--- config.mk ---
export PLATFORM = sky130hd
export DESIGN_NAME = gate_arbiter
export DESIGN_NICKNAME = d
export VERILOG_FILES = /design/src/rtl/gate_arb_pkg.sv /design/src/rtl/wide_and.sv /design/src/rtl/gate_arbiter.sv
export SDC_FILE = /design/constraint.sdc
export NUM_CORES = 1
export LEC_CHECK = 0
export CORE_ASPECT_RATIO = 0.7
export CORE_MARGIN = 2
export CORE_UTILIZATION = 30
export CTS_CLUSTER_SIZE = 40
export DETAILED_ROUTE_END_ITERATION = 16
export DONT_BUFFER_PORTS = 1
export PLACE_DENSITY = 0.48
export SYNTH_ARGS = -nofsm -noshare
export SYNTH_HDL_FRONTEND = slang
export SYNTH_SLANG_ARGS = --single-unit
export TNS_END_PERCENT = 100
--- constraint.sdc ---
create_clock -name clk -period 1.5 [get_ports clk]
set_input_delay 0.45 -clock clk [delete_from_list [all_inputs] [get_ports clk]]
set_output_delay 0.45 -clock clk [all_outputs]
set_load 0.02 [all_outputs]
--- src/rtl/gate_arb_pkg.sv ---
// Shared definitions for gate_arbiter: controller state encoding and parameter limits.
package gate_arb_pkg;

    typedef enum logic [1:0] {
        IDLE = 2'd0,
        EVAL = 2'd1,
        HOLD = 2'd2
    } state_t;

    localparam int unsigned MAX_NREQ  = 8;
    localparam int unsigned MAX_WIDTH = 32;

endpackage

--- src/rtl/wide_and.sv ---
// Shared gate bank: one 1-bit And cell per operand bit.

// Single 1-bit AND cell of the gate library.
module And (
    input  logic a,
    input  logic b,
    output logic y
);
    assign y = a & b;
endmodule

module wide_and #(
    parameter int unsigned WIDTH = 8
) (
    input  logic [WIDTH-1:0] a,
    input  logic [WIDTH-1:0] b,
    output logic [WIDTH-1:0] y
);

    // One gate per bit; no arithmetic beyond the per-bit AND.
    for (genvar i = 0; i < WIDTH; i++) begin : g_bit
        And u_and (
            .a (a[i]),
            .b (b[i]),
            .y (y[i])
        );
    end

endmodule

--- src/rtl/gate_arbiter.sv ---
// Shares one wide_and bank between NREQ valid/ready requesters.
// Define GATE_ARB_RR_EN for round-robin arbitration; otherwise fixed
// priority (lowest index wins) and no pointer register is built.
import gate_arb_pkg::*;

module gate_arbiter #(
    parameter int unsigned NREQ  = 4,
    parameter int unsigned WIDTH = 8,
    localparam int unsigned IDW  = $clog2(NREQ)
) (
    input  logic                  clk,
    input  logic                  rst,
    input  logic [NREQ-1:0]       req_valid,
    output logic [NREQ-1:0]       req_ready,
    input  logic [NREQ*WIDTH-1:0] req_a,
    input  logic [NREQ*WIDTH-1:0] req_b,
    output logic                  rsp_valid,
    input  logic                  rsp_ready,
    output logic [WIDTH-1:0]      rsp_out,
    output logic [IDW-1:0]        rsp_id
);

    // Reject out-of-range configurations at elaboration.
    if (NREQ < 2 || NREQ > MAX_NREQ || WIDTH < 1 || WIDTH > MAX_WIDTH) begin : g_param_check
        $error("gate_arbiter: NREQ or WIDTH out of range");
    end

    state_t           state;
    logic [WIDTH-1:0] a_q;
    logic [WIDTH-1:0] b_q;
    logic [IDW-1:0]   id_q;
    logic [WIDTH-1:0] and_y;
    logic [IDW-1:0]   gnt;
    logic             gnt_vld;
    logic [WIDTH-1:0] sel_a;
    logic [WIDTH-1:0] sel_b;

`ifdef GATE_ARB_RR_EN
    logic [IDW-1:0]   ptr;

    // Round-robin search starting at the pointer, wrapping modulo NREQ.
    always_comb begin
        int unsigned idx;
        idx     = 0;
        gnt     = '0;
        gnt_vld = 1'b0;
        for (int unsigned k = 0; k < NREQ; k++) begin
            idx = (32'(ptr) + k) % NREQ;
            if (!gnt_vld && req_valid[IDW'(idx)]) begin
                gnt_vld = 1'b1;
                gnt     = IDW'(idx);
            end
        end
    end
`else
    // Fixed priority: lowest asserted index wins.
    always_comb begin
        gnt     = '0;
        gnt_vld = 1'b0;
        for (int unsigned k = 0; k < NREQ; k++) begin
            if (!gnt_vld && req_valid[IDW'(k)]) begin
                gnt_vld = 1'b1;
                gnt     = IDW'(k);
            end
        end
    end
`endif

    // Acceptance is offered only in IDLE; operands of the granted slot are muxed out.
    always_comb begin
        req_ready = '0;
        if (state == IDLE && gnt_vld) begin
            req_ready = NREQ'(1) << gnt;
        end
        sel_a = req_a[32'(gnt)*WIDTH +: WIDTH];
        sel_b = req_b[32'(gnt)*WIDTH +: WIDTH];
    end

    wide_and #(
        .WIDTH (WIDTH)
    ) u_wide_and (
        .a (a_q),
        .b (b_q),
        .y (and_y)
    );

    // Controller: latch on accept, capture gate result after one settle cycle, hold until taken.
    always_ff @(posedge clk or posedge rst) begin
        if (rst) begin
            state     <= IDLE;
            a_q       <= '0;
            b_q       <= '0;
            id_q      <= '0;
            rsp_valid <= 1'b0;
            rsp_out   <= '0;
            rsp_id    <= '0;
`ifdef GATE_ARB_RR_EN
            ptr       <= '0;
`endif
        end else begin
            case (state)
                IDLE: begin
                    if (gnt_vld) begin
                        a_q   <= sel_a;
                        b_q   <= sel_b;
                        id_q  <= gnt;
                        state <= EVAL;
`ifdef GATE_ARB_RR_EN
                        ptr   <= (32'(gnt) == NREQ - 1) ? '0 : IDW'(32'(gnt) + 1);
`endif
                    end
                end
                EVAL: begin
                    rsp_out   <= and_y;
                    rsp_id    <= id_q;
                    rsp_valid <= 1'b1;
                    state     <= HOLD;
                end
                HOLD: begin
                    if (rsp_ready) begin
                        rsp_valid <= 1'b0;
                        state     <= IDLE;
                    end
                end
                default: begin
                    rsp_valid <= 1'b0;
                    state     <= IDLE;
                end
            endcase
        end
    end

endmodule

==> results of run 1 <==
[worst max-delay path, stage by stage (launching register included)]
cell	delay, ns
sky130_fd_sc_hd__dfrtp_1	0.40
sky130_fd_sc_hd__buf_6	0.13
sky130_fd_sc_hd__nor4b_4	0.40
[per-layer routing]
metal  vias to the layer above  track usage, %
met5                         -               0
met4                         0            1.37
met3                         0            6.42
met2                        62            20.5
met1                       728            20.2
li1                        757               -
[cell families after synthesis]
kind of cell	synth area share, %
muxes	1.18
buffers and inverters	6.83
DFF	40.7
and+or+nand+nor	18.2
AOI/OAI and AO/OA	33.1
[power groups by stage]
stage          logic, mW  registers, mW  clock network [mW]
3_3_place_gp        1.25           1.69                   0
6_report            1.38           1.66               0.641
4_1_cts             1.37           1.68               0.656
2_1_floorplan       1.08           1.63                   0
5_1_grt             1.56           1.73               0.702
3_5_place_dp        1.27           1.68                   0
[synth_stat cells (2+ instances only)]
cell	n
sky130_fd_sc_hd__nor2_1	9
sky130_fd_sc_hd__o21ai_1	9
sky130_fd_sc_hd__buf_2	5
sky130_fd_sc_hd__dfrtp_1	31
sky130_fd_sc_hd__nor2b_1	24
sky130_fd_sc_hd__o21ai_0	3
sky130_fd_sc_hd__o22ai_1	4
sky130_fd_sc_hd__nand2_1	28
sky130_fd_sc_hd__buf_6	4
sky130_fd_sc_hd__a221o_1	4
sky130_fd_sc_hd__o221ai_1	11
sky130_fd_sc_hd__clkbuf_1	5
sky130_fd_sc_hd__mux2_1	2
sky130_fd_sc_hd__a22oi_1	4
sky130_fd_sc_hd__a21oi_1	16
sky130_fd_sc_hd__a221oi_1	2
sky130_fd_sc_hd__buf_1	2
sky130_fd_sc_hd__o21a_1	15
sky130_fd_sc_hd__and3_1	2
sky130_fd_sc_hd__inv_1	5
sky130_fd_sc_hd__a221oi_2	9
[through the flow]
stage                     cell area (sq um)  setup TNS [ns]  std cells  hold slack, ns  setup WS [ns]
after floorplan                        1930               0        204           0.457        0.00747
after global placement                 1990               0        274           0.457         0.0100
after detailed placement               1990         -0.0131        274           0.458        -0.0103
after CTS                              2120          -0.671        284           0.148         -0.178
after global routing                   2130          -0.801        285           0.158         -0.221
final                                  2130          -0.548        285           0.127         -0.165
[worst paths after layout]
path,start,endpoint,slack (ns)
worst max-delay path,state[1],req_ready[1],-0.17
worst min-delay path,rst,rsp_out[5],0.13
worst max register to register,state[1],a_q[5],0.13
worst min register to register,id_q[0],id_q[0],0.48
max in group asynchronous,rst,a_q[4],1.07
min in group clk,rsp_ready,state[1],0.32
[flip-flops by register name, summed over array words and instances (netlist names)]
register / cells
rsp_valid: 1
a_q: 8
id_q: 2
state: 2
rsp_id: 2
b_q: 8
rsp_out: 8
[cells in the final DEF (no fill, tap or decap), types with 7 or more instances in the layout]
cell type / instances
sky130_fd_sc_hd__dfrtp_1: 31
sky130_fd_sc_hd__nand2_1: 28
sky130_fd_sc_hd__nor2b_1: 23
sky130_fd_sc_hd__a21oi_1: 16
sky130_fd_sc_hd__o21a_1: 15
sky130_fd_sc_hd__o221ai_1: 10
sky130_fd_sc_hd__a221oi_2: 9
sky130_fd_sc_hd__o21ai_1: 9
sky130_fd_sc_hd__nor2_1: 8
sky130_fd_sc_hd__buf_4: 7
[area by class of cell]
cell class,instances,area [sq um]
Fill cell,655,4050
Clock buffer,6,72.6
Clock inverter,2,12.5
Multi-Input combinational cell,152,1050
Inverter,5,18.8
Timing Repair Buffer,11,106
Sequential cell,31,776
Tap cell,78,97.6
[repair_timing]
action,CTS,global route
hold buffers,0,0
pin swaps,4,0
gates resized for setup,8,0
buffers inserted,2,0
cloned,0,1
setup endpoints to repair,4,16
==> out/results.md, run 1 <==
* **Max-cap violations** 0
* **maximum net fanout on the critical path** 2
* **final critical delay including setup and external delays** 1.67 ns
* **startpoint type of the worst setup path** flip-flop
* **sequential share of power** 45.2%
* **number of diodes added for antenna fixing** 0
* **highest routed layer** met3
* **warning count from the yosys run** 0
* **P per Cell Area** 1730 nW/um^2
* **Chip Width** 99.3 um
* **TritonRoute pass-1 iters** 4
* **net count of the finished layout** 277
* **peak clock frequency supported by timing** 0.601 GHz
* **overall die area** 7020 sq um
* **number of cell rows** 24
* **TritonCTS clock tree** done
* **async set-reset flop share out of synthesis** 100%
* **routed metal-1 wire length** 2460 um
* **register bit total from synthesis** 31
* **Root Driver** sky130_fd_sc_hd__clkbuf_8
* **Switching Fraction** 39.3%
* **Post-Synthesis Net Count** 275
* **Power, Total** 3.68 mW
* **share of post-route cells with drive strength above 1** 18.4%
* **Final Util** 34.5%
* **Worst Setup Path Type** flip-flop to output port
* **run status** finished with violations
* **worst supply voltage drop on vdd** 0.000825 V
* **area of the mapped netlist** 1910 sq um
* **standard cell core area** 6190 sq um
* **Comb power frac** 37.5%
* **LEAKAGE** 0.835 nW
* **pin count of the biggest net entering global routing** 43
* **number of enable-type register cells in the synthesized netlist** 0
* **per-cell via count in the routed design** 5.43
* **clock tree sinks** 31
* **cell accounting for the most synthesized area** sky130_fd_sc_hd__dfrtp_1
* **met3 wire length** 406 um
* **P_sw** 1.45 mW
* **post-synthesis sequential area ratio** 40.7%
* **Initial Utilization** 30.8%
* **RSZ-0062 raised after global routing** yes
* **Setup WS post-layout** -0.165 ns
* **hold violation count in the final report** 0
* **area grow syn2layout** 11.9%
* **Reg2Reg Depth** 5
* **final number of max-transition violations** 0
* **Cell variety after synth** 31
* **wire length of the first global-routing pass** 7940 um
* **detail-routed net length per standard cell** 17.7 um
* **port buffer count** 0
* **residual overflow from global routing** 0
* **drt initial violations** 51
* **slew at the pin with the worst max-slew slack** 0.401 ns
* **Routed WL** 5060 um
* **htree depth** 2
* **number of nets with antenna violations after detailed routing** 0
* **detailed-placement wirelength estimate** 3640 um
* **length of routed met2 wiring** 2190 um
* **dominant cells by area after synthesis** sky130_fd_sc_hd__dfrtp_1 41%, sky130_fd_sc_hd__nor2b_1 7.9%, sky130_fd_sc_hd__a221oi_2 7.1%
* **share of Yosys cell area claimed by the top area cell type** 40.7%
* **predominant post-synthesis flop cell** sky130_fd_sc_hd__dfrtp_1
* **detailed-route DRC error count** 0
* **number of global-route vias before repair** 1504
* **skew final** 0.00687 ns
* **synthesized area per cell** 9.34 sq um
* **Min-Delay Path Class** input port to asynchronous set/reset pin
* **ratio of final minimum period to clock period** 111%
* **max_slew headroom** 73.3%
* **CP required** 1.05 ns
* **antenna violations before repair** 0
* **count of mapped cells out of synthesis** 204
* **Die Span Y** 70.7 um
* **clock transition at the register clock pins on the worst setup and hold paths after CTS** 0.07 ns
* **all-layer global routing usage** 14.2%
* **internal cell power** 2.24 mW
* **crit path capture type** output port
* **I/O pin cnt** 86
* **number of failing setup endpoints in the final timing report** 4
* **violations in the final reports** setup timing
* **buffers from clock root to sink, at most** 2
* **last weighted congestion value of the routability-driven placer** 0.759
* **Clock power frac** 17.4%
* **Worst-Skew Late Latency** 0.28 ns
* **Via Count** 1547
* **data arrival time of the critical path** 1.22 ns
* **Num CTS Buffers** 5
Note: power is estimated with default switching activity, not from simulation.
==> run 2, diff against run 1 <==
--- a/config.mk
+++ b/config.mk
@@ -11,7 +11,7 @@
 export CTS_CLUSTER_SIZE = 40
 export DETAILED_ROUTE_END_ITERATION = 16
 export DONT_BUFFER_PORTS = 1
-export PLACE_DENSITY = 0.48
+export PLACE_DENSITY = 0.47
 export SYNTH_ARGS = -nofsm -noshare
 export SYNTH_HDL_FRONTEND = slang
 export SYNTH_SLANG_ARGS = --single-unit
==> constraint.sdc (replaced) <==
create_clock -name clk -period 1.6 [get_ports clk]
set_input_delay 0.48 -clock clk [delete_from_list [all_inputs] [get_ports clk]]
set_output_delay 0.48 -clock clk [all_outputs]
set_load 0.02 [all_outputs]
==> out/results.md, run 2 (synthesis results as in run 1) <==
* **detailed-route DRC error count** 0, unchanged
* **Switching Fraction** 38.5%, -0.75 points
* **net count of the finished layout** 273, -1.4%
* **hold violation count in the final report** 0, unchanged
* **per-cell via count in the routed design** 5.43, +0.11%
* **Initial Utilization** 30.8%, unchanged
* **capture point of the worst reg-to-reg path** a_q[3]
* **peak clock frequency supported by timing** 0.585 GHz
* **htree depth** 2, unchanged
* **Setup WS post-layout** -0.110 ns, +0.0549 ns
* **Post-Layout Inst Area** 2090 sq um, -1.9%
* **startpoint type of the worst setup path** flip-flop
* **Reg2Reg Setup Slack** 0.12 ns, about the same
* **detailed-placement wirelength estimate** 3630 um, -0.26%
* **Via Count** 1527, -1.3%
* **drt initial violations** 78, +53%
* **Chip Width** 99.3 um, unchanged
* **Num CTS Buffers** 5, unchanged
* **TritonCTS clock tree** done
* **Critical path origin** state[1]
* **pin count of the biggest net entering global routing** 43, unchanged
* **final number of max-transition violations** 0, unchanged
* **ratio of final minimum period to clock period** 107%
* **I/O pin cnt** 86, unchanged
* **Die Span Y** 70.7 um, unchanged
* **residual overflow from global routing** 0, unchanged
* **last weighted congestion value of the routability-driven placer** 0.748, -1.4%
* **standard cell area after detailed placement** 1980 sq um, -0.82%
* **Reg2Reg Depth** 4, -1
* **crit path capture type** output port
* **most frequent cells in the layout** 31 x sky130_fd_sc_hd__dfrtp_1, 28 x sky130_fd_sc_hd__nand2_1, 23 x sky130_fd_sc_hd__nor2b_1
* **buffers from clock root to sink, at most** 2, unchanged
* **antenna violations before repair** 0, unchanged
* **Worst-Skew Late Latency** 0.27 ns, about the same
* **share of post-route cells with drive strength above 1** 15.8%, -2.6 points
* **overall die area** 7020 sq um, unchanged
* **P per Cell Area** 1590 nW/um^2, -8.2%
* **leading cell type in the layout, fill and taps excluded** sky130_fd_sc_hd__dfrtp_1
* **run status** finished with violations
* **Comb power frac** 35.6%, -1.9 points
* **number of nets with antenna violations after detailed routing** 0, unchanged
* **worst reg2reg path startpoint** state[1]
* **port buffer count** 0, unchanged
* **Power, Total** 3.32 mW, -10%
* **Routed WL** 4860 um, -3.8%
* **registers with the most flip-flops** a_q (8), b_q (8), rsp_out (8)
* **count of hold buffers inserted by post-cts repair** 0, unchanged
* **detail-routed net length per standard cell** 17.3 um, -2.4%
* **sequential share of power** 47.2%, +2.0 points
* **RSZ-0062 raised after global routing** yes
* **LEAKAGE** 0.819 nW, -2.0%
* **number of diodes added for antenna fixing** 0, unchanged
* **P_sw** 1.28 mW, -12%
* **Root Driver** sky130_fd_sc_hd__clkbuf_8
* **clock transition at the register clock pins on the worst setup and hold paths after CTS** 0.06 ns, about the same
* **Worst Setup Path Type** flip-flop to output port
* **final critical delay including setup and external delays** 1.71 ns
* **clock tree sinks** 31, unchanged
* **wire length of the first global-routing pass** 7880 um, -0.71%
* **number of failing setup endpoints in the final timing report** 3, -1
* **all-layer global routing usage** 14.4%, +0.22 points
* **standard cell core area** 6190 sq um, unchanged
* **number of cell rows** 24, unchanged
* **number of global-route vias before repair** 1461, -2.9%
* **worst supply voltage drop on vdd** 0.000669 V, -19%
* **Max-cap violations** 0, unchanged
* **internal cell power** 2.04 mW, -8.9%
* **area grow syn2layout** 9.72%
* **maximum net fanout on the critical path** 2, unchanged
* **CP required** 1.12 ns, +0.07 ns
* **TritonRoute pass-1 iters** 4, unchanged
* **skew final** 0.00428 ns, -0.00259 ns
* **Clock power frac** 17.1%, -0.3 points
* **Min-Delay Path Class** input port to asynchronous set/reset pin
* **violations in the final reports** setup timing
* **slew at the pin with the worst max-slew slack** 0.407 ns, +0.00546 ns
* **max_slew headroom** 72.9%, -0.36 points
* **data arrival time of the critical path** 1.23 ns, about the same
[run 2: changes by cell type in the layout (fill, tap and decap cells not counted), sizes merged]
cell,delta
o31a,-1
clkbuf,+1
buf,-3
clkinvlp,-1
[run 2: area by class of cell]
cell class	instances	area [sq um]
clock buffer	7	76.3
clock inverter	1	5.00
fill	663	4100
inverter	5	18.8
multi-input combinational	151	1040
sequential	31	776
tap	78	97.6
timing repair buffer	8	80.1
[run 2: how the worst max path moves through the flow]
stage                         endpoint  slack, ns  depth (start not counted)
after floorplan           req_ready[3]       0.03                          3
after global placement          b_q[1]       0.05                          5
after detailed placement        b_q[1]       0.03                          5
after CTS                 req_ready[1]      -0.13                          2
after global routing      req_ready[1]      -0.16                          2
final                     req_ready[1]      -0.11                          2
[run 2: routing by layer]
metal,global-route usage [%],share of wire [%]
met5,0,0
met4,1.83,0
met3,5.04,9.4
met2,20.6,44
met1,21.4,47
[run 2: timing repair]
action,4_1_cts,5_1_grt
setup buffers,1,0
endpoints found under the setup margin,4,4
pin swaps,1,2
resized for setup,8,0
[run 2: power groups by stage]
stage	combinational [mW]	sequential [mW]	clock, mW
floorplan	1.01	1.53	0
global placement	1.13	1.58	0
detailed placement	1.16	1.58	0
CTS	1.22	1.58	0.601
global route	1.34	1.61	0.639
finish	1.18	1.57	0.568
[run 2: through the flow]
step	cells	utilization [%]	setup TNS, ns	setup WS [ns]	hold slack (ns)
finish	281	33.8	-0.184	-0.110	0.178
global route	281	33.8	-0.389	-0.157	0.215
CTS	281	33.8	-0.264	-0.126	0.190
detailed placement	272	32.0	0	0.0315	0.478
global placement	272	32.0	0	0.0477	0.473
floorplan	204	-	0	0.0290	0.457
[run 2: critical path, cell delays in order (launching register included)]
cell and delay [ns]:
sky130_fd_sc_hd__dfrtp_1 0.41, sky130_fd_sc_hd__buf_6 0.14, sky130_fd_sc_hd__nor4b_4 0.41
==> run 3, diff against run 2 <==
--- a/config.mk
+++ b/config.mk
@@ -11,7 +11,7 @@
 export CTS_CLUSTER_SIZE = 40
 export DETAILED_ROUTE_END_ITERATION = 16
 export DONT_BUFFER_PORTS = 1
-export PLACE_DENSITY = 0.47
+export PLACE_DENSITY = 0.48
 export SYNTH_ARGS = -nofsm -noshare
 export SYNTH_HDL_FRONTEND = slang
 export SYNTH_SLANG_ARGS = --single-unit
==> constraint.sdc (replaced) <==
create_clock -name clk -period 1.4 [get_ports clk]
set_input_delay 0.42 -clock clk [delete_from_list [all_inputs] [get_ports clk]]
set_output_delay 0.42 -clock clk [all_outputs]
set_load 0.02 [all_outputs]
==> out/results.md, run 3 (synthesis results as in run 1) <==
* **Global Route met2 Usage** 20.1%, -0.53 points
* **run status** finished with violations
* **slew at the pin with the worst max-slew slack** 0.408 ns, +0.00116 ns
* **CP required** 0.98 ns, -0.14 ns
* **residual overflow from global routing** 0, unchanged
* **I/O pin cnt** 86, unchanged
* **number of global-route vias before repair** 1480, +1.3%
* **number of failing setup endpoints in the final timing report** 4, +1
* **Clock power frac** 18.7%, +1.6 points
* **hold violation count in the final report** 0, unchanged
* **Initial Utilization** 30.8%, unchanged
* **TritonRoute pass-1 iters** 4, unchanged
* **detailed-placement wirelength estimate** 3620 um, -0.29%
* **port buffer count** 0, unchanged
* **worst reg2reg path startpoint** state[1]
* **htree depth** 2, unchanged
* **detail-routed net length per standard cell** 17.5 um, +1.2%
* **antenna violations before repair** 0, unchanged
* **overall die area** 7020 sq um, unchanged
* **most frequent cells in the layout** 31 x sky130_fd_sc_hd__dfrtp_1, 28 x sky130_fd_sc_hd__nand2_1, 22 x sky130_fd_sc_hd__nor2b_1
* **Num CTS Buffers** 5, unchanged
* **share of post-route cells with drive strength above 1** 22.3%, +6.5 points
* **final number of max-transition violations** 0, unchanged
* **dpl ws** -0.121 ns, -0.152 ns
* **capture point of the worst reg-to-reg path** a_q[0]
* **Routed WL** 5060 um, +4.1%
* **per-cell via count in the routed design** 5.43, -0.16%
* **all-layer global routing usage** 13.7%, -0.70 points
* **internal cell power** 2.62 mW, +29%
* **standard cell area after detailed placement** 2050 sq um, +3.7%
* **ratio of final minimum period to clock period** 116%
* **final critical delay including setup and external delays** 1.62 ns
* **Worst-Skew Late Latency** 0.29 ns, +0.02 ns
* **Root Driver** sky130_fd_sc_hd__clkbuf_8
* **LEAKAGE** 0.868 nW, +6.1%
* **skew final** 0.00852 ns, +0.00424 ns
* **net count of the finished layout** 281, +2.9%
* **maximum net fanout on the critical path** 2, unchanged
* **registers with the most flip-flops** a_q (8), b_q (8), rsp_out (8)
* **RSZ-0062 raised after global routing** yes
* **Comb power frac** 38.8%, +3.2 points
* **P per Cell Area** 1900 nW/um^2, +20%
* **startpoint type of the worst setup path** flip-flop
* **met1 track utilization from global routing** 19.6%, -1.8 points
* **drt initial violations** 74, -5.1%
* **violations in the final reports** setup timing
* **filler cell count in the final layout** 639, -3.6%
* **leading cell type in the layout, fill and taps excluded** sky130_fd_sc_hd__dfrtp_1
* **Die Span Y** 70.7 um, unchanged
* **number of diodes added for antenna fixing** 0, unchanged
* **Chip Width** 99.3 um, unchanged
* **Reg2Reg Depth** 5, +1
* **standard cell core area** 6190 sq um, unchanged
* **buffers from clock root to sink, at most** 2, unchanged
* **data arrival time of the critical path** 1.20 ns, -0.03 ns
* **area grow syn2layout** 16.2%
* **GR peak layer** met2
* **Final Util** 35.8%, +2.0 points
* **wire length of the first global-routing pass** 7690 um, -2.4%
* **number of nets with antenna violations after detailed routing** 0, unchanged
* **total negative setup slack** -0.764 ns, -0.581 ns
* **Setup WS post-layout** -0.220 ns, -0.110 ns
* **max_slew headroom** 72.8%, -0.077 points
* **Reg2Reg Setup Slack** 0.07 ns, -0.05 ns
* **ordered cell list for the critical path** buf_6 > nor4b_4
* **peak clock frequency supported by timing** 0.617 GHz
* **crit path capture type** output port
* **number of cell rows** 24, unchanged
* **Post-Layout Inst Area** 2210 sq um, +5.9%
* **clock tree sinks** 31, unchanged
* **last weighted congestion value of the routability-driven placer** 0.768, +2.6%
* **Max-cap violations** 0, unchanged
* **Switching Fraction** 37.9%, -0.66 points
* **TritonCTS clock tree** done
* **worst supply voltage drop on vdd** 0.000726 V, +8.5%
* **clock transition at the register clock pins on the worst setup and hold paths after CTS** 0.07 ns, about the same
* **pin count of the biggest net entering global routing** 43, unchanged
* **peak per-stage delay on the critical path** 0.40 ns, about the same
* **sequential share of power** 42.5%, -4.7 points
* **met3 layer usage reported by global route** 4.45%, -0.59 points
* **Min-Delay Path Class** input port to asynchronous set/reset pin
* **Worst Setup Path Type** flip-flop to output port
* **P_sw** 1.60 mW, +25%
* **detailed-route DRC error count** 0, unchanged
* **cell at the slowest stage of the critical path** sky130_fd_sc_hd__dfrtp_1
* **Via Count** 1568, +2.7%
run 3: final cells by class:
cell class                      instances  area [sq um]  share of cell area, %
Sequential cell                        31           776                   35.0
Clock buffer                            7          96.3                   4.35
Tap cell                               78          97.6                   4.41
Clock inverter                          1          7.51                  0.339
Inverter                                5          18.8                  0.847
Timing Repair Buffer                   14           141                   6.38
Multi-Input combinational cell        153          1080                   48.6
run 3: power by group through the flow:
| stage | registers (mW) | clock network (mW) | logic (mW) |
|---|---|---|---|
| finish | 1.79 | 0.790 | 1.64 |
| global route | 1.84 | 0.849 | 1.81 |
| CTS | 1.80 | 0.824 | 1.60 |
| detailed placement | 1.81 | 0 | 1.50 |
| global placement | 1.80 | 0 | 1.48 |
| floorplan | 1.74 | 0 | 1.17 |
run 3: timing repair:
action | 4_1_cts | 5_1_grt
setup buffers | 2 | 1
resized for setup | 7 | 3
hold buffers | 0 | 0
endpoints found under the setup margin | 4 | 20
cloned | 0 | 2
pin swaps | 4 | 0
run 3: worst max path at each step:
| stage | start | to | cells past startpoint |
|---|---|---|---|
| floorplan | req_valid[1] | req_ready[1] | 2 |
| global placement | req_valid[1] | b_q[7] | 5 |
| detailed placement | req_valid[1] | b_q[7] | 5 |
| CTS | state[1] | req_ready[1] | 2 |
| global route | state[1] | req_ready[3] | 3 |
| finish | state[1] | req_ready[1] | 2 |
run 3: per-layer routing:
layer  vias up  part of all wire (%)
li1        767                     -
met1       736                    48
met2        59                    43
met3         6                   8.0
met4         0                  0.85
met5         -                     0
run 3: worst max-delay path: cells and delay by family, from the launching register on:
family	cells	cell delay, ns
and+or+nand+nor	1	0.39
DFF	1	0.40
buffers and inverters	1	0.13
run 3: through the flow:
step | hold WS, ns | instances | total power [mW]
2_1_floorplan | 0.457 | 204 | 2.91
3_3_place_gp | 0.426 | 278 | 3.29
3_5_place_dp | 0.431 | 278 | 3.30
4_1_cts | 0.116 | 288 | 4.23
5_1_grt | 0.154 | 289 | 4.51
6_report | 0.106 | 289 | 4.22
